`src/rtl/vend_pkg.sv`:
```
// Shared definitions for the coin acceptor: coin width, default denomination
// mask and the controller state encoding.
package vend_pkg;

    localparam int COIN_W = 4;

    // Bits 1, 5 and 10 set: 1, 5 and 10 NIS coins are legal.
    localparam logic [15:0] DEFAULT_ACCEPT_MASK = 16'h0422;

    typedef enum logic [0:0] {
        ST_IDLE   = 1'b0,
        ST_REFUND = 1'b1
    } state_t;

endpackage

```
`src/rtl/coin_acceptor_if.sv`:
```
// Handshake bundle between the vending controller and the coin acceptor.
// slave is the acceptor side and master is the controller/hopper side.
interface coin_acceptor_if
    import vend_pkg::*;
#(
    parameter int CREDIT_W = 8
);

    logic                coin_valid;
    logic [COIN_W-1:0]   coin_input;
    logic                vend_req;
    logic [CREDIT_W-1:0] vend_price;
    logic                refund_req;
    logic                refund_ready;
    logic [CREDIT_W-1:0] credit;
    logic                coin_accept;
    logic                coin_reject;
    logic                vend_ack;
    logic                vend_nak;
    logic                refund_valid;
    logic [COIN_W-1:0]   refund_coin;
    logic                refund_done;
    logic                busy;

    modport slave (
        input  coin_valid, coin_input, vend_req, vend_price, refund_req, refund_ready,
        output credit, coin_accept, coin_reject, vend_ack, vend_nak,
               refund_valid, refund_coin, refund_done, busy
    );

    modport master (
        output coin_valid, coin_input, vend_req, vend_price, refund_req, refund_ready,
        input  credit, coin_accept, coin_reject, vend_ack, vend_nak,
               refund_valid, refund_coin, refund_done, busy
    );

endinterface

```
`src/rtl/coin_check.sv`:
```
// Combinational denomination logic: legality of a presented coin and the
// largest legal denomination that fits into a given budget (0 if none fits).
module coin_check
    import vend_pkg::*;
#(
    parameter logic [15:0] ACCEPT_MASK = DEFAULT_ACCEPT_MASK,
    parameter int          CREDIT_W    = 8
) (
    input  logic [COIN_W-1:0]   coin,
    input  logic [CREDIT_W-1:0] budget,
    output logic                legal,
    output logic [COIN_W-1:0]   largest
);

    // A coin is legal when its value is nonzero and enabled in the mask.
    always_comb begin
        legal = 1'b0;
        if ((coin != {COIN_W{1'b0}}) && ACCEPT_MASK[coin]) begin
            legal = 1'b1;
        end else begin
            legal = 1'b0;
        end
    end

    // Ascending scan keeps the highest enabled value that still fits the budget.
    always_comb begin
        largest = {COIN_W{1'b0}};
        for (int v = 1; v < (1 << COIN_W); v++) begin
            if (ACCEPT_MASK[v] && (v <= int'(budget))) begin
                largest = v[COIN_W-1:0];
            end else begin
                largest = largest;
            end
        end
    end

endmodule

```
`src/rtl/coin_acceptor.sv`:
```
// Coin acceptor / credit keeper for a vending machine.
// IDLE: takes coins and vend requests (vend is settled against the credit held
// at the start of the cycle, a same-cycle coin against the post-vend credit).
// REFUND: pays out the credit largest-coin-first over a valid/ready handshake.
// After each accepted refund coin the next coin is offered in the very next
// cycle (no idle cycle), because the following denomination is looked up from
// the already decremented credit in the same clock.
module coin_acceptor
    import vend_pkg::*;
#(
    parameter int          CREDIT_W    = 8,
    parameter int          MAX_CREDIT  = 200,
    parameter logic [15:0] ACCEPT_MASK = DEFAULT_ACCEPT_MASK
) (
    input  logic            clk,
    input  logic            rst,
    coin_acceptor_if.slave  bus
);

    localparam logic [CREDIT_W:0] MAX_EXT = (CREDIT_W + 1)'(MAX_CREDIT);

    // Refuse to build a block that could not refund a 1-unit remainder or
    // whose ceiling does not fit the credit register.
    generate
        if ((ACCEPT_MASK[1] == 1'b0) || (MAX_CREDIT >= (2 ** CREDIT_W))) begin : g_bad_params
            $error("coin_acceptor: ACCEPT_MASK[1] must be set and MAX_CREDIT < 2**CREDIT_W");
        end
    endgenerate

    state_t              state_r;
    logic [CREDIT_W-1:0] credit_r;
    logic                coin_accept_r;
    logic                coin_reject_r;
    logic                vend_ack_r;
    logic                vend_nak_r;
    logic                refund_valid_r;
    logic [COIN_W-1:0]   refund_coin_r;
    logic                refund_done_r;
    logic                busy_r;

    logic [CREDIT_W:0]   credit_ext_s;
    logic [CREDIT_W:0]   price_ext_s;
    logic [CREDIT_W:0]   coin_ext_s;
    logic [CREDIT_W:0]   refund_ext_s;
    logic [CREDIT_W:0]   post_vend_s;
    logic [CREDIT_W:0]   coin_sum_s;
    logic [CREDIT_W:0]   after_refund_s;
    logic                vend_ok_s;
    logic                coin_fits_s;
    logic [CREDIT_W-1:0] lookup_credit_s;
    logic                coin_legal_s;
    logic [COIN_W-1:0]   largest_s;

    coin_check #(
        .ACCEPT_MASK (ACCEPT_MASK),
        .CREDIT_W    (CREDIT_W)
    ) u_coin_check (
        .coin    (bus.coin_input),
        .budget  (lookup_credit_s),
        .legal   (coin_legal_s),
        .largest (largest_s)
    );

    // Credit arithmetic, one bit wider than the register so nothing wraps.
    always_comb begin
        credit_ext_s   = {1'b0, credit_r};
        price_ext_s    = {1'b0, bus.vend_price};
        coin_ext_s     = (CREDIT_W + 1)'(bus.coin_input);
        refund_ext_s   = (CREDIT_W + 1)'(refund_coin_r);
        vend_ok_s      = (credit_ext_s >= price_ext_s);
        post_vend_s    = credit_ext_s;
        if (bus.vend_req && vend_ok_s) begin
            post_vend_s = credit_ext_s - price_ext_s;
        end else begin
            post_vend_s = credit_ext_s;
        end
        coin_sum_s     = post_vend_s + coin_ext_s;
        coin_fits_s    = coin_legal_s && (coin_sum_s <= MAX_EXT);
        after_refund_s = credit_ext_s - refund_ext_s;
        lookup_credit_s = credit_r;
        if (state_r == ST_REFUND) begin
            lookup_credit_s = after_refund_s[CREDIT_W-1:0];
        end else begin
            lookup_credit_s = credit_r;
        end
    end

    // Controller state, credit and all registered outputs.
    always_ff @(posedge clk or posedge rst) begin
        if (rst) begin
            state_r        <= ST_IDLE;
            credit_r       <= {CREDIT_W{1'b0}};
            coin_accept_r  <= 1'b0;
            coin_reject_r  <= 1'b0;
            vend_ack_r     <= 1'b0;
            vend_nak_r     <= 1'b0;
            refund_valid_r <= 1'b0;
            refund_coin_r  <= {COIN_W{1'b0}};
            refund_done_r  <= 1'b0;
            busy_r         <= 1'b0;
        end else begin
            coin_accept_r <= 1'b0;
            coin_reject_r <= 1'b0;
            vend_ack_r    <= 1'b0;
            vend_nak_r    <= 1'b0;
            refund_done_r <= 1'b0;
            case (state_r)
                ST_IDLE: begin
                    if (bus.refund_req) begin
                        coin_reject_r <= bus.coin_valid;
                        vend_nak_r    <= bus.vend_req;
                        if (credit_r == {CREDIT_W{1'b0}}) begin
                            refund_done_r <= 1'b1;
                        end else begin
                            state_r        <= ST_REFUND;
                            busy_r         <= 1'b1;
                            refund_valid_r <= 1'b1;
                            refund_coin_r  <= largest_s;
                        end
                    end else begin
                        vend_ack_r    <= bus.vend_req && vend_ok_s;
                        vend_nak_r    <= bus.vend_req && !vend_ok_s;
                        coin_accept_r <= bus.coin_valid && coin_fits_s;
                        coin_reject_r <= bus.coin_valid && !coin_fits_s;
                        if (bus.coin_valid && coin_fits_s) begin
                            credit_r <= coin_sum_s[CREDIT_W-1:0];
                        end else begin
                            credit_r <= post_vend_s[CREDIT_W-1:0];
                        end
                    end
                end
                ST_REFUND: begin
                    coin_reject_r <= bus.coin_valid;
                    vend_nak_r    <= bus.vend_req;
                    if (refund_valid_r && bus.refund_ready) begin
                        credit_r <= after_refund_s[CREDIT_W-1:0];
                        if (after_refund_s == {(CREDIT_W + 1){1'b0}}) begin
                            state_r        <= ST_IDLE;
                            busy_r         <= 1'b0;
                            refund_valid_r <= 1'b0;
                            refund_coin_r  <= {COIN_W{1'b0}};
                            refund_done_r  <= 1'b1;
                        end else begin
                            refund_coin_r <= largest_s;
                        end
                    end else begin
                        refund_coin_r <= refund_coin_r;
                    end
                end
                default: begin
                    state_r        <= ST_IDLE;
                    busy_r         <= 1'b0;
                    refund_valid_r <= 1'b0;
                    refund_coin_r  <= {COIN_W{1'b0}};
                end
            endcase
        end
    end

    assign bus.credit       = credit_r;
    assign bus.coin_accept  = coin_accept_r;
    assign bus.coin_reject  = coin_reject_r;
    assign bus.vend_ack     = vend_ack_r;
    assign bus.vend_nak     = vend_nak_r;
    assign bus.refund_valid = refund_valid_r;
    assign bus.refund_coin  = refund_coin_r;
    assign bus.refund_done  = refund_done_r;
    assign bus.busy         = busy_r;

endmodule

```
`src/flat_wrapper.sv`:
```
// flat-port wrapper written by rule: the top's interface ports become plain ports
module coin_acceptor_flat import vend_pkg::*;
#(
    parameter int          CREDIT_W    = 8,
    parameter int          MAX_CREDIT  = 200,
    parameter logic [15:0] ACCEPT_MASK = DEFAULT_ACCEPT_MASK
)
  (clk, rst, bus_coin_valid, bus_coin_input, bus_vend_req, bus_vend_price, bus_refund_req, bus_refund_ready, bus_credit, bus_coin_accept, bus_coin_reject, bus_vend_ack, bus_vend_nak, bus_refund_valid, bus_refund_coin, bus_refund_done, bus_busy);
  coin_acceptor_if #(.CREDIT_W(CREDIT_W)) bus_i ();
  input  logic clk;
  input  logic rst;
  input wire logic [$bits(bus_i.coin_valid)-1:0] bus_coin_valid;
  input wire logic [$bits(bus_i.coin_input)-1:0] bus_coin_input;
  input wire logic [$bits(bus_i.vend_req)-1:0] bus_vend_req;
  input wire logic [$bits(bus_i.vend_price)-1:0] bus_vend_price;
  input wire logic [$bits(bus_i.refund_req)-1:0] bus_refund_req;
  input wire logic [$bits(bus_i.refund_ready)-1:0] bus_refund_ready;
  output wire logic [$bits(bus_i.credit)-1:0] bus_credit;
  output wire logic [$bits(bus_i.coin_accept)-1:0] bus_coin_accept;
  output wire logic [$bits(bus_i.coin_reject)-1:0] bus_coin_reject;
  output wire logic [$bits(bus_i.vend_ack)-1:0] bus_vend_ack;
  output wire logic [$bits(bus_i.vend_nak)-1:0] bus_vend_nak;
  output wire logic [$bits(bus_i.refund_valid)-1:0] bus_refund_valid;
  output wire logic [$bits(bus_i.refund_coin)-1:0] bus_refund_coin;
  output wire logic [$bits(bus_i.refund_done)-1:0] bus_refund_done;
  output wire logic [$bits(bus_i.busy)-1:0] bus_busy;
  assign bus_i.coin_valid = bus_coin_valid;
  assign bus_i.coin_input = bus_coin_input;
  assign bus_i.vend_req = bus_vend_req;
  assign bus_i.vend_price = bus_vend_price;
  assign bus_i.refund_req = bus_refund_req;
  assign bus_i.refund_ready = bus_refund_ready;
  assign bus_credit = bus_i.credit;
  assign bus_coin_accept = bus_i.coin_accept;
  assign bus_coin_reject = bus_i.coin_reject;
  assign bus_vend_ack = bus_i.vend_ack;
  assign bus_vend_nak = bus_i.vend_nak;
  assign bus_refund_valid = bus_i.refund_valid;
  assign bus_refund_coin = bus_i.refund_coin;
  assign bus_refund_done = bus_i.refund_done;
  assign bus_busy = bus_i.busy;
  coin_acceptor #(.CREDIT_W(CREDIT_W), .MAX_CREDIT(MAX_CREDIT), .ACCEPT_MASK(ACCEPT_MASK)) u_core (.clk(clk), .rst(rst), .bus(bus_i));
endmodule
```
`config.mk`:
```
export PLATFORM = sky130hd
export DESIGN_NAME = coin_acceptor_flat
export DESIGN_NICKNAME = d
export VERILOG_FILES = /design/src/rtl/vend_pkg.sv /design/src/rtl/coin_acceptor_if.sv /design/src/rtl/coin_check.sv /design/src/rtl/coin_acceptor.sv /design/src/flat_wrapper.sv
export SDC_FILE = /design/constraint.sdc
export NUM_CORES = 1
export LEC_CHECK = 0
export ABC_AREA = 1
export CAP_MARGIN = 0
export CORE_ASPECT_RATIO = 0.7
export CORE_MARGIN = 8
export CORE_UTILIZATION = 42
export CTS_CLUSTER_DIAMETER = 150
export DETAILED_ROUTE_END_ITERATION = 10
export PLACE_DENSITY = 0.65
export REMOVE_ABC_BUFFERS = 1
export SLEW_MARGIN = 10
export SYNTH_ARGS = -nofsm -noshare
export SYNTH_HDL_FRONTEND = slang
export SYNTH_SLANG_ARGS = --single-unit
```
`constraint.sdc`:
```
create_clock -name clk -period 3.7 [get_ports clk]
set_input_delay 0.37 -clock clk [delete_from_list [all_inputs] [get_ports clk]]
set_output_delay 0.37 -clock clk [all_outputs]
set_load 0.05 [all_outputs]
```
After elaboration in Yosys (flattened, before gate mapping)
Memories as Yosys holds them, arrays and structs flattened. Cells that the tools add are included.

Input bits: 18. Memories: 1. Bits in read-only memories: 16. Logic and storage cells: 79. Bits in registers: 19. Output and inout port bits: 19.

Add/subtract/negate cells: 3. Reductions and logical operators: 15. Bitwise operators: 1. Muxes and demuxes: 39. Equal/unequal tests: 5. $lt $le $gt $ge: 6.

Memories: (no name shown) (depth 16, bits a word 1, rd ports 1, clocked after memory_dff 0, write ports 0, RTL line coin_check.sv:18) `if ((coin != {COIN_W{1'b0}}) && ACCEPT_MASK[coin]) begin`.

Operators with widths (count): 2-to-1 mux 8 bit (4); 2-to-1 mux 1 bit (21); 2-to-1 mux 4 bit (5); case mux 8 bit (2 select lines) (1); != test 2 bit, second input constant (5); case mux 1 bit (2 select lines) (5); adder 9 x 4 -> 9 bit (1); <= comparator 9 x 8 -> 1 bit, second input constant (1); zero test 9 bit (1); 2-to-1 mux 9 bit (1); subtractor 8 x 4 -> 9 bit (1); subtractor 8 x 8 -> 9 bit (1); greater-or-equal comparator 8 bit (1); <= comparator 1 x 8 -> 1 bit, first input constant (1); <= comparator 3 x 8 -> 1 bit, first input constant (1); <= comparator 4 x 8 -> 1 bit, first input constant (1); zero test 8 bit (1); case mux 4 bit (2 select lines) (1); logical AND 1 bit (7); < comparator 4 x 5 -> 1 bit, second input constant (1); AND reduction 4 bit (1); nonzero test 4 bit (1); 2-to-1 mux 3 bit (1); AND reduction 3 bit (1); other kinds (3) (4).

Longest topological paths before layout
Gate-level depths: netlist of run 1.

Depth after elaboration: 10. Mapped depth: 28. Mapped depth without buffers: 27.

Cells and area by module
A second synthesis of run 1 with hierarchy kept.

Cell total of the unflattened synthesis: 373. Area, all modules: 2377.3 sq um.

Modules (own cells, without submodules): coin_acceptor (area each 2258.4 sq um, cells an instance 347, instances 1, seq. area each 475.5 sq um); coin_check (area each 118.9 sq um, cells an instance 26, instances 1, seq. area each 0.0 sq um).

Worst setup path before layout of run 1
No wires, ideal clock.

Kind: reg-to-reg. From: register u_core.credit_r[4] (netlist: u_core.bus.credit[4]). To: register u_core.credit_r[1] (netlist: u_core.bus.credit[1]). Period minus slack after synthesis: 3.912 ns. Cell stages (with the launch flop): 26. Path slack: -0.212 ns. Arrival time: 3.790 ns. Library setup time: 0.122 ns. Path buffers: 1. Data required time: 3.578 ns. Cells stage by stage: dfrtp_1 -> ha_1 -> nand2_2 -> nor2_2 -> nand2_2 -> nand3_2 -> nand2_2 -> nand2_4 -> nand2_4 -> buf_6 -> o21ai_0 -> ha_1 -> inv_1 -> fa_1 -> nand3b_1 -> and2_1 -> inv_1 -> nand3_2 -> nor2_2 -> nand3_1 -> nand2_1 -> nor2_8 -> nand3_4 -> nand2_1 -> nand3_1 -> a21oi_2.

Longest elaborated chain between the ends: 10. Elaborated cells on any way between the ends: 11. Those cells by class: add/sub: 2; order compare: 2; mux: 4; reduce/logical: 3.

Ends and longest elaborated chain: from (decl) (RTL line coin_acceptor.sv:31) `logic [CREDIT_W-1:0] credit_r;`; from (signal assigned) (RTL line coin_acceptor.sv:92) `credit_r <= {CREDIT_W{1'b0}};`; from (signal assigned) (RTL line coin_acceptor.sv:126) `credit_r <= coin_sum_s[CREDIT_W-1:0];`; from (signal assigned) (RTL line coin_acceptor.sv:128) `credit_r <= post_vend_s[CREDIT_W-1:0];`; greater-or-equal comparator 8 bit (RTL line coin_acceptor.sv:70) `vend_ok_s = (credit_ext_s >= price_ext_s);`; logical AND 1 bit (RTL line coin_acceptor.sv:72) `if (bus.vend_req && vend_ok_s) begin`; 2-to-1 mux 9 bit (*) (RTL line coin_acceptor.sv:72); adder 9 x 4 -> 9 bit (RTL line coin_acceptor.sv:77) `coin_sum_s = post_vend_s + coin_ext_s;`; <= comparator 9 x 8 -> 1 bit (RTL line coin_acceptor.sv:78) `coin_fits_s = coin_legal_s && (coin_sum_s <= MAX_EXT);`; logical AND 1 bit (RTL line coin_acceptor.sv:78); logical AND 1 bit (RTL line coin_acceptor.sv:125) `if (bus.coin_valid && coin_fits_s) begin`; 2-to-1 mux 8 bit (*) (RTL line coin_acceptor.sv:125); 2-to-1 mux 8 bit (*) (RTL line coin_acceptor.sv:109) `if (bus.refund_req) begin`; case mux 8 bit (2 select lines) (*) (RTL line coin_acceptor.sv:107) `case (state_r)`.

Every way passes the cells marked *; elsewhere a longest branch is shown, timed or not. The select of a mux whose other input is x is not followed. A chain may end at the register's enable or synchronous reset.

Worst setup path in the final report of run 1
From: input port bus_vend_price[5]. To: register u_core.credit_r[1] (netlist: u_core.bus.credit[1]).

Longest elaborated chain between the ends: 10. Elaborated cells on any way between the ends: 11. Those cells by class: add/sub: 2; order compare: 2; mux: 4; reduce/logical: 3.

Ends and longest elaborated chain: from (decl) (RTL line flat_wrapper.sv:15) `input wire logic [$bits(bus_i.vend_price)-1:0] bus_vend_price;`; greater-or-equal comparator 8 bit (RTL line coin_acceptor.sv:70); logical AND 1 bit (RTL line coin_acceptor.sv:72); 2-to-1 mux 9 bit (*) (RTL line coin_acceptor.sv:72); adder 9 x 4 -> 9 bit (RTL line coin_acceptor.sv:77); <= comparator 9 x 8 -> 1 bit (RTL line coin_acceptor.sv:78); logical AND 1 bit (RTL line coin_acceptor.sv:78); logical AND 1 bit (RTL line coin_acceptor.sv:125); 2-to-1 mux 8 bit (*) (RTL line coin_acceptor.sv:125); 2-to-1 mux 8 bit (*) (RTL line coin_acceptor.sv:109); case mux 8 bit (2 select lines) (*) (RTL line coin_acceptor.sv:107); to (signal assigned) (RTL line coin_acceptor.sv:126); to (signal assigned) (RTL line coin_acceptor.sv:128); to (signal assigned) (RTL line coin_acceptor.sv:136) `credit_r <= after_refund_s[CREDIT_W-1:0];`.

Marked as above.

==> flow_summary.html, run 1 <==
<table>
<tr><th>Metric</th><th>Value</th></tr>
<tr><th colspan="2">Route</th></tr>
<tr><td>DRC violation total after the first TritonRoute iteration</td><td>174</td></tr>
<tr><td>Via-to-Cell Ratio</td><td>between 5 and 6</td></tr>
<tr><td>Total vias in the final route</td><td>approximately 2700</td></tr>
<tr><td>Average routed wire per standard cell</td><td>15.2 um</td></tr>
<tr><td>DRT antenna net count</td><td>0</td></tr>
<tr><td>Total iterations of the first detailed-routing run</td><td>4</td></tr>
<tr><td>DRC errors left</td><td>0</td></tr>
<tr><td>Overall routed net length</td><td>slightly below 8000 um</td></tr>
<tr><th colspan="2">Synth</th></tr>
<tr><td>Total number of yosys warnings</td><td>0</td></tr>
<tr><td>Gate count of the mapped netlist</td><td>around 350</td></tr>
<tr><td>Xor-xnor portion of the synthesized cell area</td><td>under 10%</td></tr>
<tr><td>Combinational family with the most area after synthesis</td><td>simple AND/OR/NAND/NOR gates</td></tr>
<tr><td>Mux contribution to synthesized area</td><td>0%</td></tr>
<tr><td>Complex-gate fraction of the synthesized area</td><td>12.4%</td></tr>
<tr><td>Cell taking the most area after synthesis</td><td>dfrtp_1</td></tr>
<tr><td>Post-synthesis adder-cell area fraction</td><td>approximately 11%</td></tr>
<tr><td>Distinct cells, synth</td><td>36</td></tr>
<tr><td>Cell types occupying the most area after synthesis</td><td>dfrtp_1 20%, nand2_1 13%, inv_1 11%</td></tr>
<tr><td>Flops &amp; latches, synth</td><td>18</td></tr>
<tr><td>Register area share after synthesis</td><td>between 10% and 20%</td></tr>
<tr><td>Mean instance size in the synthesized netlist</td><td>~6.5 um2</td></tr>
<tr><td>Share of Yosys cell area claimed by the top area cell type</td><td>approximately 20%</td></tr>
<tr><td>Synthesized-area fraction occupied by and/or/nand/nor cells</td><td>between 30 and 40%</td></tr>
<tr><td>Netlist area before placement</td><td>2280 um2</td></tr>
<tr><th colspan="2">Worst setup path</th></tr>
<tr><td>Crit path cell chain</td><td>clkdlybuf4s50_1 &gt; inv_2 &gt; ha_4 &gt; nand2_2 &gt; nor2_4 &gt; nand2_2 &gt; nand2_4 &gt; nand2_8 &gt; o21ai_4 &gt; ha_2 &gt; inv_2 &gt; fa_2 &gt; buf_4 &gt; xnor2_1 &gt; inv_1 &gt; a31o_2 &gt; nand3_1 &gt; nor2_2 &gt; nor2_4 &gt; nand2_4 &gt; buf_4 &gt; nand4_1 &gt; nand3_1 &gt; a21oi_2</td></tr>
<tr><td>Crit. End Element</td><td>register</td></tr>
<tr><td>CP max FO</td><td>6</td></tr>
<tr><td>Setup Crit Path Kind</td><td>input pin to register</td></tr>
<tr><td>Critical path data arrival time</td><td>around 4 ns</td></tr>
<tr><td>Startpoint types</td><td>input pin</td></tr>
<tr><td>Launch point of the worst reg-to-reg path</td><td>u_core.bus.credit[3]</td></tr>
<tr><td>Crit path largest cell delay</td><td>0.48 ns</td></tr>
<tr><td>Worst path slowest cell</td><td>clkdlybuf4s50_1</td></tr>
<tr><td>First element of the critical path</td><td>bus_vend_price[5]</td></tr>
<tr><td>Data required time of the worst path</td><td>3.89 ns</td></tr>
<tr><td>Worst r2r path cells</td><td>24</td></tr>
<tr><th colspan="2">Global routing</th></tr>
<tr><td>Remaining global-route overflow</td><td>0</td></tr>
<tr><td>Number of antenna violations at the first check in global routing</td><td>0</td></tr>
<tr><td>Largest net degree at the start of global routing</td><td>23</td></tr>
<tr><td>Number of global-route vias before repair</td><td>2526</td></tr>
<tr><td>First-pass GRT wire length</td><td>between 10000 and 15000 um</td></tr>
<tr><td>Overall track demand over capacity in global routing</td><td>roughly 18%</td></tr>
<tr><th colspan="2">Status</th></tr>
<tr><td>Status</td><td>complete, no violations</td></tr>
<tr><th colspan="2">Layout</th></tr>
<tr><td>Multi-input gate area</td><td>roughly 1800 um2</td></tr>
<tr><td>Layout cells sized above 1</td><td>between 30% and 40%</td></tr>
<tr><td>Final antenna diode count</td><td>0</td></tr>
<tr><td>Area taken by flip-flops and latches</td><td>452 um2</td></tr>
<tr><td>Final core area utilization</td><td>66.4%</td></tr>
<tr><td>Relative area change from synthesis to final layout</td><td>52.1%</td></tr>
<tr><td>Total number of nets in the final design</td><td>between 400 and 500</td></tr>
<tr><td>Layout fillers</td><td>471</td></tr>
<tr><td>Total non-filler cell area in the finished layout</td><td>between 3000 and 4000 um2</td></tr>
<tr><th colspan="2">Pwr</th></tr>
<tr><td>Lkg Pwr</td><td>about 0.0018 uW</td></tr>
<tr><td>Worst IR Drop VDD</td><td>roughly 0.00052 V</td></tr>
<tr><td>Power density over the cells</td><td>just over 1000 nW/um2</td></tr>
<tr><th colspan="2">Clock network</th></tr>
<tr><td>Clock edge transition at the registers on the reported setup and hold paths</td><td>about 0.07 ns</td></tr>
<tr><td>TritonCTS clock tree</td><td>built</td></tr>
<tr><td>H-tree Lvls</td><td>1</td></tr>
<tr><td>Number of clock sinks seen by CTS</td><td>18</td></tr>
<tr><td>Clock root cell</td><td>clkbuf_8</td></tr>
<tr><td>Maximum root-to-sink buffer count</td><td>2</td></tr>
<tr><td>Clock buffer count from CTS</td><td>3</td></tr>
<tr><td>Insertion delay to the later sink of the worst-skew pair</td><td>~0.27 ns</td></tr>
<tr><td>Post-CTS Hold Buffers</td><td>0</td></tr>
<tr><th colspan="2">Floorplan</th></tr>
<tr><td>I/O pin cnt</td><td>37</td></tr>
<tr><td>Core area</td><td>approximately 5200 um2</td></tr>
<tr><td>Die Footprint</td><td>just over 8000 um2</td></tr>
<tr><td>Site row count</td><td>22</td></tr>
<tr><td>Die width</td><td>between 100 and 150 um</td></tr>
<tr><td>Die H</td><td>77.7 um</td></tr>
<tr><td>Starting utilization of the core area</td><td>43.6%</td></tr>
<tr><th colspan="2">Timing</th></tr>
<tr><td>Part of the cycle the worst path needs</td><td>between 90% and 100%</td></tr>
<tr><td>Final hold violation count</td><td>0</td></tr>
<tr><td>Pin slew with the least headroom to its limit</td><td>about 0.74 ns</td></tr>
<tr><td>Clock tree skew after final layout</td><td>0.00573 ns</td></tr>
<tr><td>Count of pins over their slew limit</td><td>0</td></tr>
<tr><td>Setup repair after global routing missed its margin</td><td>true</td></tr>
<tr><td>Sum of negative setup slack</td><td>0 ns</td></tr>
<tr><td>Total of endpoints with negative setup slack in the final report</td><td>0</td></tr>
<tr><td>Final min period</td><td>3.69 ns</td></tr>
<tr><td>Maximum frequency from static timing analysis</td><td>between 0.2 and 0.3 GHz</td></tr>
<tr><td>Relative slew slack</td><td>50.7%</td></tr>
<tr><th colspan="2">Place</th></tr>
<tr><td>Total half-perimeter wirelength after legalization and detailed placement</td><td>just under 6000 um</td></tr>
<tr><td>Final Wtd Congestion</td><td>between 0.8 and 0.9</td></tr>
<tr><td>Area of placed instances</td><td>3050 um2</td></tr>
<tr><td>Count of port buffers added during placement</td><td>36</td></tr>
<tr><th colspan="2">Job</th></tr>
<tr><td>Total of max-cap violations</td><td>0</td></tr>
<tr><th colspan="2">Min path</th></tr>
<tr><td>Hold WC Path Type</td><td>input pin to async pin</td></tr>
</table>
==> flip-flops by register name, indices dropped and copies added, names as in the netlist <==
| name | count |
|---|---|
| u_core.bus.refund_done | 1 |
| u_core.bus.vend_ack | 1 |
| u_core.bus.vend_nak | 1 |
| u_core.bus.refund_valid | 1 |
| u_core.bus.coin_accept | 1 |
| u_core.bus.coin_reject | 1 |
| u_core.bus.refund_coin | 3 |
| u_core.state_r | 1 |
| u_core.bus.credit | 8 |
==> repair_timing <==
action / in CTS / in global routing
gates resized for setup: 19 / 50
cloned: 2 / 2
setup buffers: 0 / 9
endpoints found under the setup margin: 10 / 10
pin swaps: 5 / 29
==> stage by stage <==
step / cells / power [uW] / worst slack [ns] / hold slack (ns)
detailed placement: 503 / 2890 / -0.595 / 0.518
floorplan: 344 / 1910 / -0.131 / 0.309
global route: 519 / 3830 / -0.128 / 0.542
global placement: 503 / 2860 / -0.531 / 0.523
CTS: 508 / 3190 / -0.00411 / 0.534
finish: 519 / 3550 / 0.00749 / 0.526
==> layout by cell type (no fill, tap or decap), types with 3 or more instances in the layout <==
cell type and count:
inv_2 8, nand3_4 3, o21ai_0 8, dfrtp_1 17, nand2_4 6, clkdlybuf4s50_1 31
clkbuf_8 3, inv_1 57, nor2_1 24, dlymetal6s2s_1 5, xor2_1 6, a21oi_1 14
nand2_1 68, ha_4 7, nand4_1 12, nand3_1 33, nand2_2 19, nor2_4 5
nor2_2 3, nand3_2 5, nor3_1 4, a21oi_2 9, ha_1 8, buf_4 60
==> kinds of logic (layout without fill, tap and decap cells) <==
| kind of cell | Yosys count | count (layout) |
|---|---|---|
| compound gates | 45 | 45 |
| xor+xnor | 9 | 9 |
| fa+ha+maj | 19 | 19 |
| buf+inv | 74 | 165 |
| flops | 18 | 18 |
| simple gates | 187 | 191 |
==> power breakdown <==
group	switching, uW	internal [uW]
Clock	73.4	72.8
Combinational	1800	1280
Sequential	76.5	254
Total	1950	1610
==> synthesized netlist by cell type <==
cell type	n
a2111oi_0	1
nand3_1	36
nand4_1	12
buf_6	2
buf_4	3
a21oi_2	8
dlygate4sd1_1	1
ha_1	16
xnor2_1	3
nand2_2	8
a32o_1	1
o2111ai_1	1
o21a_1	1
dfrtp_1	18
nand3_4	1
and2_1	1
xor2_1	6
nand2_1	81
nor4_1	2
a211oi_1	2
clkbuf_1	2
a31o_2	1
fa_1	3
nor3_1	4
nand3b_1	2
or2_2	2
nor2_1	28
nand3_2	3
nor2_2	3
o21ai_0	12
a21o_1	1
a21oi_1	16
a31oi_1	1
nand2_4	3
nor2_8	1
inv_1	66
==> critical path, delay by kind of cell <==
kind                     cells  cell delay (ns)
AND/OR/NAND/NOR             11             1.06
XOR/XNOR                     1             0.13
AO/OA/AOI/OAI                3             0.57
buffers and inverters        6             0.93
adder cells (fa/ha/maj)      3             0.83
==> routing by layer <==
metal / GRT usage, % / part of all wire (%) / vias up
met4: 3.31 / 1.6 / 0
met1: 25.9 / 48 / 1259
met3: 4.54 / 7.2 / 16
li1: - / - / 1332
met5: 0 / 0 / -
met2: 27.9 / 43 / 99
==> area by class of cell <==
type,instances,share of cell area [%]
Inverter,66,7.21
Tap cell,72,2.60
Sequential cell,18,13.0
Clock buffer,3,1.19
Timing Repair Buffer,96,23.7
Multi-Input combinational cell,264,52.3
==> path summary, 6_finish.rpt <==
check / endpoint / slack (ns)
max: u_core.bus.credit[1] / 0.007
min: u_core.state_r / 0.53
max reg2reg: u_core.bus.credit[1] / 0.02
min reg2reg: u_core.bus.refund_coin[0] / 0.53
max in group asynchronous: u_core.bus.credit[2] / 2.66
min in group clk: u_core.bus.refund_coin[0] / 0.53
(Power assumes the default switching activity.)
==> inputs of run 2 (changes only) <==
Settings changed: CORE_UTILIZATION 42 to 45, PLACE_DENSITY 0.65 to 0.69, SLEW_MARGIN 10 to 20.
==> flow_summary.html, run 2 (synthesized netlist as in run 1, its figures left out) <==
<table>
<tr><th>Metric</th><th>Value</th></tr>
<tr><th colspan="2">Timing</th></tr>
<tr><td>Maximum frequency from static timing analysis</td><td>approximately 0.28 GHz</td></tr>
<tr><td>Part of the cycle the worst path needs</td><td>a little over nine tenths</td></tr>
<tr><td>Clock tree skew after final layout</td><td>0.00374 ns</td></tr>
<tr><td>Final min period</td><td>roughly 3.6 ns</td></tr>
<tr><td>Count of pins over their slew limit</td><td>0</td></tr>
<tr><td>Total of endpoints with negative setup slack in the final report</td><td>0</td></tr>
<tr><td>Final hold violation count</td><td>0</td></tr>
<tr><td>Relative slew slack</td><td>50.4%</td></tr>
<tr><td>Sum of negative setup slack</td><td>0 ns</td></tr>
<tr><td>Post-route worst hold slack</td><td>0.538 ns</td></tr>
<tr><td>Pin slew with the least headroom to its limit</td><td>between 0.7 and 0.8 ns</td></tr>
<tr><th colspan="2">Clock network</th></tr>
<tr><td>Number of clock sinks seen by CTS</td><td>18</td></tr>
<tr><td>Post-CTS Hold Buffers</td><td>0</td></tr>
<tr><td>TritonCTS clock tree</td><td>built</td></tr>
<tr><td>H-tree Lvls</td><td>1</td></tr>
<tr><td>Clock edge transition at the registers on the reported setup and hold paths</td><td>0.07 ns</td></tr>
<tr><td>Insertion delay to the later sink of the worst-skew pair</td><td>roughly 0.26 ns</td></tr>
<tr><td>Maximum root-to-sink buffer count</td><td>2</td></tr>
<tr><td>Clock buffer count from CTS</td><td>3</td></tr>
<tr><td>Clock root cell</td><td>clkbuf_8</td></tr>
<tr><th colspan="2">Floorplan</th></tr>
<tr><td>Die Footprint</td><td>between 7000 and 8000 um2</td></tr>
<tr><td>Die H</td><td>~76 um</td></tr>
<tr><td>Starting utilization of the core area</td><td>a little under half</td></tr>
<tr><td>Die width</td><td>about 100 um</td></tr>
<tr><td>I/O pin cnt</td><td>37</td></tr>
<tr><td>Site row count</td><td>21</td></tr>
<tr><td>Core area</td><td>approximately 4800 um2</td></tr>
<tr><th colspan="2">Route</th></tr>
<tr><td>DRT antenna net count</td><td>0</td></tr>
<tr><td>Routed length on met3</td><td>between 600 and 700 um</td></tr>
<tr><td>DRC errors left</td><td>0</td></tr>
<tr><td>Via-to-Cell Ratio</td><td>approximately 5.3</td></tr>
<tr><td>Total vias in the final route</td><td>between 2000 and 3000</td></tr>
<tr><td>Wire length the detailed router placed on met1</td><td>approximately 3700 um</td></tr>
<tr><td>Overall routed net length</td><td>8090 um</td></tr>
<tr><td>DRC violation total after the first TritonRoute iteration</td><td>between 200 and 250</td></tr>
<tr><td>Total iterations of the first detailed-routing run</td><td>5</td></tr>
<tr><td>Top routing layer in use</td><td>met4</td></tr>
<tr><td>Length of routed met2 wiring</td><td>between 3000 and 4000 um</td></tr>
<tr><td>Average routed wire per standard cell</td><td>around 16 um</td></tr>
<tr><th colspan="2">Pwr</th></tr>
<tr><td>Comb pwr share</td><td>87.2%</td></tr>
<tr><td>Net Switching</td><td>1950 uW</td></tr>
<tr><td>Sequential share of power</td><td>about 8.9%</td></tr>
<tr><td>Worst IR Drop VDD</td><td>approximately 0.00083 V</td></tr>
<tr><td>PnR Total Power</td><td>~3600 uW</td></tr>
<tr><td>Switching fraction of total power</td><td>between 50% and 60%</td></tr>
<tr><td>Design internal power</td><td>1680 uW</td></tr>
<tr><td>Lkg Pwr</td><td>about 0.0018 uW</td></tr>
<tr><td>Clock power share</td><td>3.9%</td></tr>
<tr><td>Power density over the cells</td><td>roughly 1000 nW/um2</td></tr>
<tr><th colspan="2">Min path</th></tr>
<tr><td>Hold WC Path Type</td><td>input pin to async pin</td></tr>
<tr><th colspan="2">Layout</th></tr>
<tr><td>Final antenna diode count</td><td>0</td></tr>
<tr><td>Final core area utilization</td><td>72.6%</td></tr>
<tr><td>Relative area change from synthesis to final layout</td><td>53.8%</td></tr>
<tr><td>Highest-count cells in the layout ignoring fill and taps</td><td>68 x nand2_1, 56 x buf_4, 54 x inv_1, 29 x nand3_1, 29 x clkdlybuf4s50_1</td></tr>
<tr><td>Total non-filler cell area in the finished layout</td><td>3510 um2</td></tr>
<tr><td>Layout fillers</td><td>393</td></tr>
<tr><td>Layout cells sized above 1</td><td>about a third</td></tr>
<tr><td>Most common cell after layout, fill and taps aside</td><td>nand2_1</td></tr>
<tr><td>Total number of nets in the final design</td><td>484</td></tr>
<tr><td>Number of flip-flops under the largest register name</td><td>8</td></tr>
<tr><th colspan="2">Place</th></tr>
<tr><td>Final Wtd Congestion</td><td>0.976</td></tr>
<tr><td>Count of port buffers added during placement</td><td>36</td></tr>
<tr><td>Area of placed instances</td><td>between 3000 and 4000 um2</td></tr>
<tr><td>Total half-perimeter wirelength after legalization and detailed placement</td><td>between 5000 and 6000 um</td></tr>
<tr><th colspan="2">Global routing</th></tr>
<tr><td>Overall track demand over capacity in global routing</td><td>20.2%</td></tr>
<tr><td>Largest net degree at the start of global routing</td><td>23</td></tr>
<tr><td>Number of global-route vias before repair</td><td>between 2000 and 2500</td></tr>
<tr><td>Number of antenna violations at the first check in global routing</td><td>0</td></tr>
<tr><td>Remaining global-route overflow</td><td>0</td></tr>
<tr><td>First-pass GRT wire length</td><td>between 10000 and 15000 um</td></tr>
<tr><th colspan="2">Status</th></tr>
<tr><td>Status</td><td>complete, no violations</td></tr>
<tr><th colspan="2">Worst setup path</th></tr>
<tr><td>Critical path data arrival time</td><td>around 3.8 ns</td></tr>
<tr><td>Worst path bufs/invs</td><td>5</td></tr>
<tr><td>Crit path largest cell delay</td><td>between 0.4 and 0.5 ns</td></tr>
<tr><td>Setup Crit Path Kind</td><td>input pin to register</td></tr>
<tr><td>CP max FO</td><td>7</td></tr>
<tr><td>Crit. End Element</td><td>register</td></tr>
<tr><td>Data required time of the worst path</td><td>just under 4 ns</td></tr>
<tr><td>Worst path slowest cell</td><td>clkdlybuf4s50_1</td></tr>
<tr><td>Startpoint types</td><td>input pin</td></tr>
<tr><td>Dominant delay contributor by cell family on the critical path</td><td>simple AND/OR/NAND/NOR gates</td></tr>
<tr><th colspan="2">Job</th></tr>
<tr><td>Total of max-cap violations</td><td>0</td></tr>
</table>
-- run 2: cell types whose count changed in the layout (fill, tap and decap cells not counted), sizes merged --
cell,delta
nand2,-2
dlymetal6s2s,+2
buf,+1
nor2,-1
clkdlybuf4s50,-2
-- run 2: what timing repair did --
item	CTS	global route
cloned	1	0
endpoints found under the setup margin	10	10
gates resized for setup	38	45
hold endpoints to repair	0	0
buffers inserted	3	10
pin swaps	18	29
-- run 2: worst paths after layout --
check                                                from                         to  slack (ns)  cells after the start
max in group asynchronous                             rst       u_core.bus.credit[2]        2.69                      2
min in group clk                u_core.bus.refund_coin[0]  u_core.bus.refund_coin[0]        0.54                      1
worst max register to register       u_core.bus.credit[4]       u_core.bus.credit[6]        0.07                     26
worst min register to register  u_core.bus.refund_coin[0]  u_core.bus.refund_coin[0]        0.54                      1
worst max-delay path                    bus_vend_price[0]       u_core.bus.credit[6]        0.07                     25
worst min-delay path                                  rst     u_core.bus.coin_reject        0.54                      2
-- run 2: power groups by stage --
| stage | combinational [uW] | clock (uW) | sequential [uW] |
|---|---|---|---|
| final | 3170 | 141 | 324 |
| after global routing | 3420 | 154 | 330 |
| after CTS | 2830 | 140 | 319 |
| after detailed placement | 2590 | 0 | 311 |
| after floorplan | 1350 | 0 | 559 |
| after global placement | 2570 | 0 | 310 |
-- run 2: stage by stage --
| stage | worst slack, ns | instances |
|---|---|---|
| floorplan | -0.131 | 344 |
| global placement | -0.497 | 497 |
| detailed placement | -0.583 | 497 |
| CTS | 0.000958 | 504 |
| global route | -0.0808 | 514 |
| finish | 0.0679 | 514 |
-- run 2: area by class of cell --
type / count / area, um2 / share of cell area, %
sequential: 18 / 450 / 12.8
clock buffer: 3 / 41.3 / 1.18
inverter: 66 / 250 / 7.13
timing repair buffer: 97 / 858 / 24.4
tap: 69 / 86.3 / 2.46
multi-input combinational: 261 / 1820 / 52.0
-- run 2: worst reg2reg max path, delay by kind of cell (launching register included) --
kind	cells	cell delay (ns)
buffers and inverters	4	0.35
flip-flops	1	0.43
AO/OA/AOI/OAI	2	0.20
AND/OR/NAND/NOR	17	1.77
adder cells (fa/ha/maj)	3	0.78
-- run 2: routing by layer --
layer  vias to the layer above  GRT usage (%)
met3                        10           3.65
met1                      1269           29.1
met2                       120           31.9
li1                       1324              -
met5                         -              0
met4                         0           1.31
==> inputs of run 3 (changes only) <==
==> constraint.sdc (replaced) <==
create_clock -name clk -period 3.7 [get_ports clk]
set_input_delay 0.74 -clock clk [delete_from_list [all_inputs] [get_ports clk]]
set_output_delay 0.74 -clock clk [all_outputs]
set_load 0.05 [all_outputs]
==> flow_summary.html, run 3 (synthesized netlist as in run 1, its figures left out) <==
<table>
<tr><th>Metric</th><th>Value</th></tr>
<tr><th colspan="2">Route</th></tr>
<tr><td>Top routing layer in use</td><td>met4</td></tr>
<tr><td>Overall routed net length</td><td>8940 um</td></tr>
<tr><td>DRC violation total after the first TritonRoute iteration</td><td>214</td></tr>
<tr><td>Wire length the detailed router placed on met1</td><td>3910 um</td></tr>
<tr><td>Total vias in the final route</td><td>about 2900</td></tr>
<tr><td>Routed length on met3</td><td>a little under 800 um</td></tr>
<tr><td>Average routed wire per standard cell</td><td>between 15 and 20 um</td></tr>
<tr><td>DRT antenna net count</td><td>0</td></tr>
<tr><td>Length of routed met2 wiring</td><td>between 4000 and 5000 um</td></tr>
<tr><td>DRC errors left</td><td>0</td></tr>
<tr><td>Total iterations of the first detailed-routing run</td><td>5</td></tr>
<tr><td>Via-to-Cell Ratio</td><td>5.47</td></tr>
<tr><th colspan="2">Clock network</th></tr>
<tr><td>TritonCTS clock tree</td><td>built</td></tr>
<tr><td>Clock edge transition at the registers on the reported setup and hold paths</td><td>~0.07 ns</td></tr>
<tr><td>Maximum root-to-sink buffer count</td><td>2</td></tr>
<tr><td>Number of clock sinks seen by CTS</td><td>18</td></tr>
<tr><td>Clock buffer count from CTS</td><td>3</td></tr>
<tr><td>Insertion delay to the later sink of the worst-skew pair</td><td>0.26 ns</td></tr>
<tr><td>H-tree Lvls</td><td>1</td></tr>
<tr><td>Clock root cell</td><td>clkbuf_8</td></tr>
<tr><th colspan="2">Place</th></tr>
<tr><td>Area of placed instances</td><td>around 3000 um2</td></tr>
<tr><td>Cell total after placement</td><td>approximately 500</td></tr>
<tr><td>Placement-stage worst setup slack</td><td>-0.970 ns</td></tr>
<tr><td>Count of port buffers added during placement</td><td>36</td></tr>
<tr><td>Final Wtd Congestion</td><td>about 0.98</td></tr>
<tr><td>Total half-perimeter wirelength after legalization and detailed placement</td><td>5910 um</td></tr>
<tr><th colspan="2">Global routing</th></tr>
<tr><td>Overall track demand over capacity in global routing</td><td>23.0%</td></tr>
<tr><td>Remaining global-route overflow</td><td>0</td></tr>
<tr><td>First-pass GRT wire length</td><td>roughly 14000 um</td></tr>
<tr><td>Number of antenna violations at the first check in global routing</td><td>0</td></tr>
<tr><td>Largest net degree at the start of global routing</td><td>23</td></tr>
<tr><td>Number of global-route vias before repair</td><td>about 2800</td></tr>
<tr><th colspan="2">Layout</th></tr>
<tr><td>Relative area change from synthesis to final layout</td><td>59.2%</td></tr>
<tr><td>Layout cells sized above 1</td><td>38.1%</td></tr>
<tr><td>Total number of nets in the final design</td><td>between 400 and 500</td></tr>
<tr><td>Highest-count cells in the layout ignoring fill and taps</td><td>69 x buf_4, 63 x nand2_1, 53 x inv_1, 31 x nand3_1, 28 x clkdlybuf4s50_1</td></tr>
<tr><td>Final antenna diode count</td><td>0</td></tr>
<tr><td>Final Instance Count excl. Fillers</td><td>528</td></tr>
<tr><td>Number of flip-flops under the largest register name</td><td>8</td></tr>
<tr><td>Most common cell after layout, fill and taps aside</td><td>buf_4</td></tr>
<tr><td>Total non-filler cell area in the finished layout</td><td>~3600 um2</td></tr>
<tr><th colspan="2">Job</th></tr>
<tr><td>Total of max-cap violations</td><td>0</td></tr>
<tr><th colspan="2">Worst setup path</th></tr>
<tr><td>Cell mode on critical path</td><td>nor2_4</td></tr>
<tr><td>Crit. End Element</td><td>register</td></tr>
<tr><td>Crit path cell chain</td><td>dlygate4sd2_1 &gt; ha_4 &gt; nand3_2 &gt; nor2_2 &gt; nor2_4 &gt; nand2_4 &gt; nand2_8 &gt; buf_4 &gt; o21ai_4 &gt; inv_2 &gt; fa_2 &gt; nand3b_1 &gt; and2_4 &gt; inv_4 &gt; nand3_4 &gt; nor2_4 &gt; nand2_2 &gt; nand2_2 &gt; nor2_4 &gt; nand2_4 &gt; nand3_4 &gt; nand2_1 &gt; nand3_1 &gt; a21oi_2</td></tr>
<tr><td>Setup Crit Path Kind</td><td>input pin to register</td></tr>
<tr><td>Endpoint of the worst-slack reg-to-reg timing path</td><td>u_core.bus.credit[5]</td></tr>
<tr><td>Critical path data arrival time</td><td>between 3 and 4 ns</td></tr>
<tr><td>Dominant delay contributor by cell family on the critical path</td><td>simple AND/OR/NAND/NOR gates</td></tr>
<tr><td>CP max FO</td><td>7</td></tr>
<tr><td>Startpoint types</td><td>input pin</td></tr>
<tr><td>Worst R2R Setup Slack</td><td>0.06 ns</td></tr>
<tr><td>Worst r2r path cells</td><td>25</td></tr>
<tr><td>Worst path slowest cell</td><td>fa_2</td></tr>
<tr><td>Worst path bufs/invs</td><td>4</td></tr>
<tr><td>Crit path largest cell delay</td><td>roughly 0.38 ns</td></tr>
<tr><td>Launch point of the worst reg-to-reg path</td><td>u_core.bus.credit[4]</td></tr>
<tr><td>Data required time of the worst path</td><td>3.89 ns</td></tr>
<tr><th colspan="2">Timing</th></tr>
<tr><td>Clock tree skew after final layout</td><td>0.00649 ns</td></tr>
<tr><td>Setup slack of the critical path after layout</td><td>-0.0910 ns</td></tr>
<tr><td>Relative slew slack</td><td>between 50% and 60%</td></tr>
<tr><td>Total of endpoints with negative setup slack in the final report</td><td>8</td></tr>
<tr><td>Maximum frequency from static timing analysis</td><td>approximately 0.26 GHz</td></tr>
<tr><td>Sum of negative setup slack</td><td>-0.502 ns</td></tr>
<tr><td>Final hold violation count</td><td>0</td></tr>
<tr><td>Setup repair after global routing missed its margin</td><td>true</td></tr>
<tr><td>Final min period</td><td>around 3.8 ns</td></tr>
<tr><td>Part of the cycle the worst path needs</td><td>102%</td></tr>
<tr><td>Count of pins over their slew limit</td><td>0</td></tr>
<tr><td>Pin slew with the least headroom to its limit</td><td>slightly above 0.7 ns</td></tr>
<tr><th colspan="2">Pwr</th></tr>
<tr><td>Lkg Pwr</td><td>between 0.0015 and 0.002 uW</td></tr>
<tr><td>Clock power share</td><td>under 10%</td></tr>
<tr><td>Worst IR Drop VDD</td><td>between 0.0007 and 0.0008 V</td></tr>
<tr><td>Sequential share of power</td><td>approximately 8.5%</td></tr>
<tr><td>Design internal power</td><td>around 1800 uW</td></tr>
<tr><td>Switching fraction of total power</td><td>between 50 and 60%</td></tr>
<tr><td>PnR Total Power</td><td>between 3000 and 4000 uW</td></tr>
<tr><td>Net Switching</td><td>2080 uW</td></tr>
<tr><td>Comb pwr share</td><td>approximately 88%</td></tr>
<tr><td>Power density over the cells</td><td>about 1100 nW/um2</td></tr>
<tr><th colspan="2">Status</th></tr>
<tr><td>Status</td><td>finished with violations</td></tr>
<tr><td>Violations in the final reports</td><td>negative setup slack</td></tr>
<tr><th colspan="2">Floorplan</th></tr>
<tr><td>Die Footprint</td><td>~7600 um2</td></tr>
<tr><td>Starting utilization of the core area</td><td>a little under half</td></tr>
<tr><td>Core area</td><td>4830 um2</td></tr>
<tr><td>Site row count</td><td>21</td></tr>
<tr><td>Die H</td><td>around 76 um</td></tr>
<tr><td>Die width</td><td>101 um</td></tr>
<tr><td>I/O pin cnt</td><td>37</td></tr>
<tr><th colspan="2">Min path</th></tr>
<tr><td>Hold WC Path Type</td><td>register to register</td></tr>
<tr><td>Startpoint of the tightest hold check path</td><td>u_core.bus.refund_coin[0]</td></tr>
<tr><td>Worst hold stages</td><td>1</td></tr>
<tr><td>Hold Path Sink</td><td>u_core.bus.refund_coin[0]</td></tr>
</table>
## run 3: routing by layer
| metal | global-route usage (%) | up-vias |
|---|---|---|
| li1 | - | 1356 |
| met1 | 29.9 | 1333 |
| met2 | 38.3 | 183 |
| met3 | 4.56 | 17 |
| met4 | 5.75 | 0 |
| met5 | 0 | - |
## run 3: worst reg2reg max path, cell delays in order (launching register included)
cell	delay [ns]
dfrtp_1	0.44
ha_4	0.32
nand2_4	0.07
nor2_4	0.12
nand2_2	0.08
nand3_4	0.09
nand2_4	0.06
nand2_4	0.09
nand2_8	0.07
buf_4	0.15
o21ai_4	0.14
inv_2	0.07
fa_2	0.38
nand3b_1	0.18
and2_4	0.16
inv_4	0.06
nand3_4	0.09
nor2_4	0.14
nand2_2	0.08
nand2_2	0.11
nor2_4	0.05
nand2_4	0.13
nand3_4	0.12
nand2_1	0.09
nand3_1	0.11
a21oi_2	0.16
## run 3: power by group through the flow
| stage | logic (uW) | registers [uW] | clock network (uW) |
|---|---|---|---|
| detailed placement | 2600 | 311 | 0 |
| floorplan | 1350 | 559 | 0 |
| finish | 3410 | 329 | 141 |
| global placement | 2580 | 311 | 0 |
| CTS | 3020 | 321 | 139 |
| global route | 3630 | 335 | 146 |
## run 3: worst max-delay path by stage
stage	from	end	slack [ns]	cells past startpoint
2_1_floorplan	bus_vend_price[4]	u_core.bus.credit[1]	-0.19	24
3_3_place_gp	bus_vend_price[6]	u_core.bus.credit[0]	-0.87	27
3_5_place_dp	bus_vend_price[6]	u_core.bus.credit[0]	-0.97	27
4_1_cts	bus_vend_price[6]	u_core.bus.credit[0]	0.02	27
5_1_grt	bus_vend_price[0]	u_core.bus.credit[6]	-0.25	24
6_report	bus_vend_price[0]	u_core.bus.credit[5]	-0.09	24
## run 3: repair_timing
item,CTS,global route
setup endpoints to repair,10,10
setup buffers,20,6
hold buffers,0,0
cloned,2,0
resized for setup,76,36
pin swaps,37,30
## run 3: cell type report
type	count	area (um2)
repair buffers	110	917
clock buffers	3	41.3
well taps	69	86.3
fillers	386	1200
multi-input cells	262	1890
inverters	66	253
flip-flops and latches	18	450
## run 3: through the flow
| stage | hold slack [ns] | util [%] |
|---|---|---|
| 2_1_floorplan | 0.679 | - |
| 3_3_place_gp | 0.526 | 62.8 |
| 3_5_place_dp | 0.526 | 62.8 |
| 4_1_cts | 0.542 | 71.8 |
| 5_1_grt | 0.568 | 75.2 |
| 6_report | 0.536 | 75.2 |
==> edit 1 (settings of run 3) <==
`CREDIT_W` is set to 8 in 4 places; all go to 10.
--- a/src/rtl/coin_acceptor_if.sv
+++ b/src/rtl/coin_acceptor_if.sv
@@ -3,7 +3,7 @@
 interface coin_acceptor_if
     import vend_pkg::*;
 #(
-    parameter int CREDIT_W = 8
+    parameter int CREDIT_W = 10
 );
 
     logic                coin_valid;
--- a/src/rtl/coin_check.sv
+++ b/src/rtl/coin_check.sv
@@ -4,7 +4,7 @@
     import vend_pkg::*;
 #(
     parameter logic [15:0] ACCEPT_MASK = DEFAULT_ACCEPT_MASK,
-    parameter int          CREDIT_W    = 8
+    parameter int          CREDIT_W    = 10
 ) (
     input  logic [COIN_W-1:0]   coin,
     input  logic [CREDIT_W-1:0] budget,
--- a/src/rtl/coin_acceptor.sv
+++ b/src/rtl/coin_acceptor.sv
@@ -8,7 +8,7 @@
 module coin_acceptor
     import vend_pkg::*;
 #(
-    parameter int          CREDIT_W    = 8,
+    parameter int          CREDIT_W    = 10,
     parameter int          MAX_CREDIT  = 200,
     parameter logic [15:0] ACCEPT_MASK = DEFAULT_ACCEPT_MASK
 ) (
--- a/src/flat_wrapper.sv
+++ b/src/flat_wrapper.sv
@@ -1,7 +1,7 @@
 // flat-port wrapper written by rule: the top's interface ports become plain ports
 module coin_acceptor_flat import vend_pkg::*;
 #(
-    parameter int          CREDIT_W    = 8,
+    parameter int          CREDIT_W    = 10,
     parameter int          MAX_CREDIT  = 200,
     parameter logic [15:0] ACCEPT_MASK = DEFAULT_ACCEPT_MASK
 )
Ports: changed (resized bus_credit and bus_vend_price); port bits go from 37 to 41. The function was not compared with the original's and may differ.
==> edit 1 against run 3 <==
The flow still finishes with violations (negative setup slack). Synthesized area is 17% higher. Cell area up 16%. Routed wire length is 22% higher. Synthesized cell count grew 22%. Worst setup slack got worse by 0.11 ns. Sequential cell count grew 2. Non-clock buffer count increased by 14. First-iteration DRC count rose by 96%. Die area increased by 14%. Critical path depth up 5.
Power is left out: it rests on default switching activity, and per cell area and clock period it moved more than threefold.
==> edit 1: results (changes against run 3) <==
Post-synth top cells nand2_1 (115), inv_1 (74), nor2_1 (45), nand3_1 (31), dfrtp_1 (20); area grow syn2layout 58.0%; Post-Place Setup Slack -1.09 ns (-0.117 ns); buffer share of cell area 24.4% (-0.89 points); vias per cell 5.46 (-0.15%); crit path setup slack, layout -0.204 ns (-0.113 ns); Max Fanout on Critical Path 6 (-1); Non-clk invs 77 (+17%); failing checks negative setup slack; #FFs+latches synth 20 (+2); post-DP HPWL 7410 um (+25%); status finished, violations left; GP Congestion 0.930 (-4.6%); global-route wire length before repair 16300 um (+18%); routed len/inst 17.5 um (+3.5%); xor/xnor share of the synthesized area 3.61% (+0.15 points); hold depth 2 (+1); layout cells sized above 1 36.4% (-1.7 points); Finish-stage setup viols 11 (+3); compound-gate portion of the synthesized area 10.5% (-1.9 points); Cell variety after synth 41 (+14%); sequential-to-total area share from yosys stat 18.7% (-0.99 points); clock network share of area 1.69% (+0.55 points); relative slew slack 44.2% (-7.4 points); Finished Layout Cells 624 (+18%); DR iter-0 viols 420 (+96%)
[edit 1: cell count changes in the layout (fill, tap and decap cells not counted), moves of 5 or more]
cell and change:
nand3_1 -7, nor2_1 +15, buf_4 +11, inv_1 +7, buf_6 +5, nand2_1 +33
[edit 1: final timing paths]
kind | from | endpoint | slack, ns
hold / removal | u_core.bus.refund_coin[0] | u_core.bus.refund_coin[0] | 0.55
setup reg to reg | u_core.bus.credit[0] | u_core.bus.credit[5] | -0.09
setup / recovery | bus_vend_price[4] | u_core.bus.credit[5] | -0.20
max in group asynchronous | rst | u_core.bus.credit[6] | 2.24
hold reg to reg | u_core.bus.refund_coin[0] | u_core.bus.refund_coin[0] | 0.55
min in group asynchronous | rst | u_core.bus.coin_reject | 0.93
[edit 1: metal layers]
layer / track usage, % / routed length (um)
met2: 36.6 / 4920
met3: 4.64 / 1070
met5: 0 / 0
met1: 32.5 / 4580
met4: 6.48 / 359
==> edit 2 (settings of run 3) <==
Made on the original files. Reset style: synchronous (`rst`), changed in one clocked block.
--- a/src/rtl/coin_acceptor.sv
+++ b/src/rtl/coin_acceptor.sv
@@ -86,7 +86,7 @@
     end
 
     // Controller state, credit and all registered outputs.
-    always_ff @(posedge clk or posedge rst) begin
+    always_ff @(posedge clk) begin
         if (rst) begin
             state_r        <= ST_IDLE;
             credit_r       <= {CREDIT_W{1'b0}};
Function: differs if rst is asserted again (counterexample within 4 cycles, from zero or initial values and one cycle with rst high); with rst held inactive, the same outputs for 10 cycles.
==> edit 2 against run 3 <==
The run still ends with negative setup slack left. Count of clock-buffer cells in the layout increased by 1. Synthesized area is 5.0% lower. Worst setup slack improved by 0.038 ns. Cell area decreased by 3.3%. Utilization decreased by 0.45 points. Routed wire length is 5.5% lower. Largest cell class unchanged. Sequential cell count stayed put. Final cell count down 2.5%.
Power is not compared: it rests on default switching activity, and its combinational part moved more than twofold at a synthesized area within 25%.
==> edit 2: results (changes against run 3) <==
global-route wire length before repair 12200 um (-12%); CTS root buf clkbuf_8; Synth area leaders dfxtp_1 (17%), nand2_1 (16%), inv_1 (11%); DRT Wirelength 8450 um (-5.5%); sequential-to-total area share from yosys stat 16.6% (-3.1 points); ys flop type dfxtp_1; status finished, violations left; Finish-stage setup viols 3 (-5); layout cells sized above 1 36.9% (-1.2 points); crit path setup slack, layout -0.0532 ns (+0.0379 ns); max incr delay on CP 0.33 ns (-0.05 ns); Layout Nets 496 (-0.40%); GP Congestion 0.950 (-2.6%); GRT Overall Usage 20.5% (-2.5 points); Cell variety after synth 35 (-2.8%); Fillers 332 (-14%); largest net degree at the start of global routing 19 (-17%); failing checks negative setup slack; vias in the first global route 2569 (-7.4%); vias per cell 5.60 (+2.3%); first-pass iteration count of the detailed router 6 (+1); max reg flops 8 (unchanged); Longest Clk Path Bufs 2 (unchanged); ANT cells 0 (unchanged); asr flop ratio synth 0% (-100 points); Worst-Margin Slew 0.556 ns (-0.169 ns); Post-Place Setup Slack -1.01 ns (-0.0378 ns)
==> edit 2: cell types whose count changed after synthesis, sizes merged, moves of 2 or more <==
cell | run 3 | this run
or2 | 2 | 0
dfxtp | 0 | 18
nand2 | 92 | 99
nor2 | 32 | 24
inv | 66 | 63
nor3 | 4 | 2
buf | 5 | 7
o21ai | 12 | 26
nand3 | 40 | 34
dfrtp | 18 | 0
==> edit 2: final cells by class <==
type                    instances  area [um^2]  share of cell area [%]
clock buffers                   4         55.1                    1.57
inverters                      63          244                    6.94
multi-input cells             264         1870                    53.3
flip-flops and latches         18          360                    10.3
well taps                      57         71.3                    2.03
repair buffers                109          911                    25.9
==> edit 2: cell families (layout without fill, tap and decap cells) <==
| family | count (synthesis) | after routing | share of synthesized area, % |
|---|---|---|---|
| flops | 18 | 18 | 16.6 |
| xor+xnor | 10 | 10 | 4.04 |
| buf+inv | 73 | 176 | 13.8 |
| fa+ha+maj | 19 | 19 | 12.0 |
| compound gates | 55 | 55 | 15.0 |
| simple gates | 178 | 180 | 38.5 |
==> edit 2: what timing repair did <==
item                                    4_1_cts  5_1_grt
buffers inserted                             17        7
gates cloned                                  2        0
gates resized for setup                      78       47
endpoints found under the setup margin       10       10
pin swaps                                    37       38
==> edit 2: path summary, 6_finish.rpt <==
check	from	endpoint	slack [ns]	cells after the start
hold / removal	u_core.bus.refund_coin[2]	u_core.bus.refund_coin[2]	0.49	2
hold reg to reg	u_core.bus.refund_coin[2]	u_core.bus.refund_coin[2]	0.49	2
setup reg to reg	u_core.bus.credit[2]	u_core.bus.credit[6]	0.13	27
setup / recovery	bus_vend_price[4]	u_core.bus.credit[6]	-0.05	27
==> edit 2: critical path: cells and delay by family <==
kind,cells,cell delay [ns]
fa+ha+maj,3,0.78
simple gates,16,1.70
compound gates,2,0.25
buf+inv,6,0.40
==> edit 2: metal layers <==
metal | track usage, % | part of all wire (%) | up-vias
met5 | 0 | 0 | -
met4 | 5.41 | 2.9 | 0
met3 | 2.80 | 11 | 29
met2 | 35.3 | 47 | 205
met1 | 26.5 | 39 | 1288
li1 | - | - | 1362
==> edit 2: metrics by stage <==
step	TNS [ns]	power [W]	cells	hold WS, ns	cell area (um^2)
6_report	-0.0716	0.00184	515	0.495	3510
5_1_grt	-1.04	0.00195	515	0.550	3510
3_5_place_dp	-9.67	0.00138	486	0.482	2910
3_3_place_gp	-8.47	0.00137	486	0.478	2910
2_1_floorplan	-2.00	0.000957	343	0.661	2100
4_1_cts	-0.0962	0.00167	509	0.495	3290
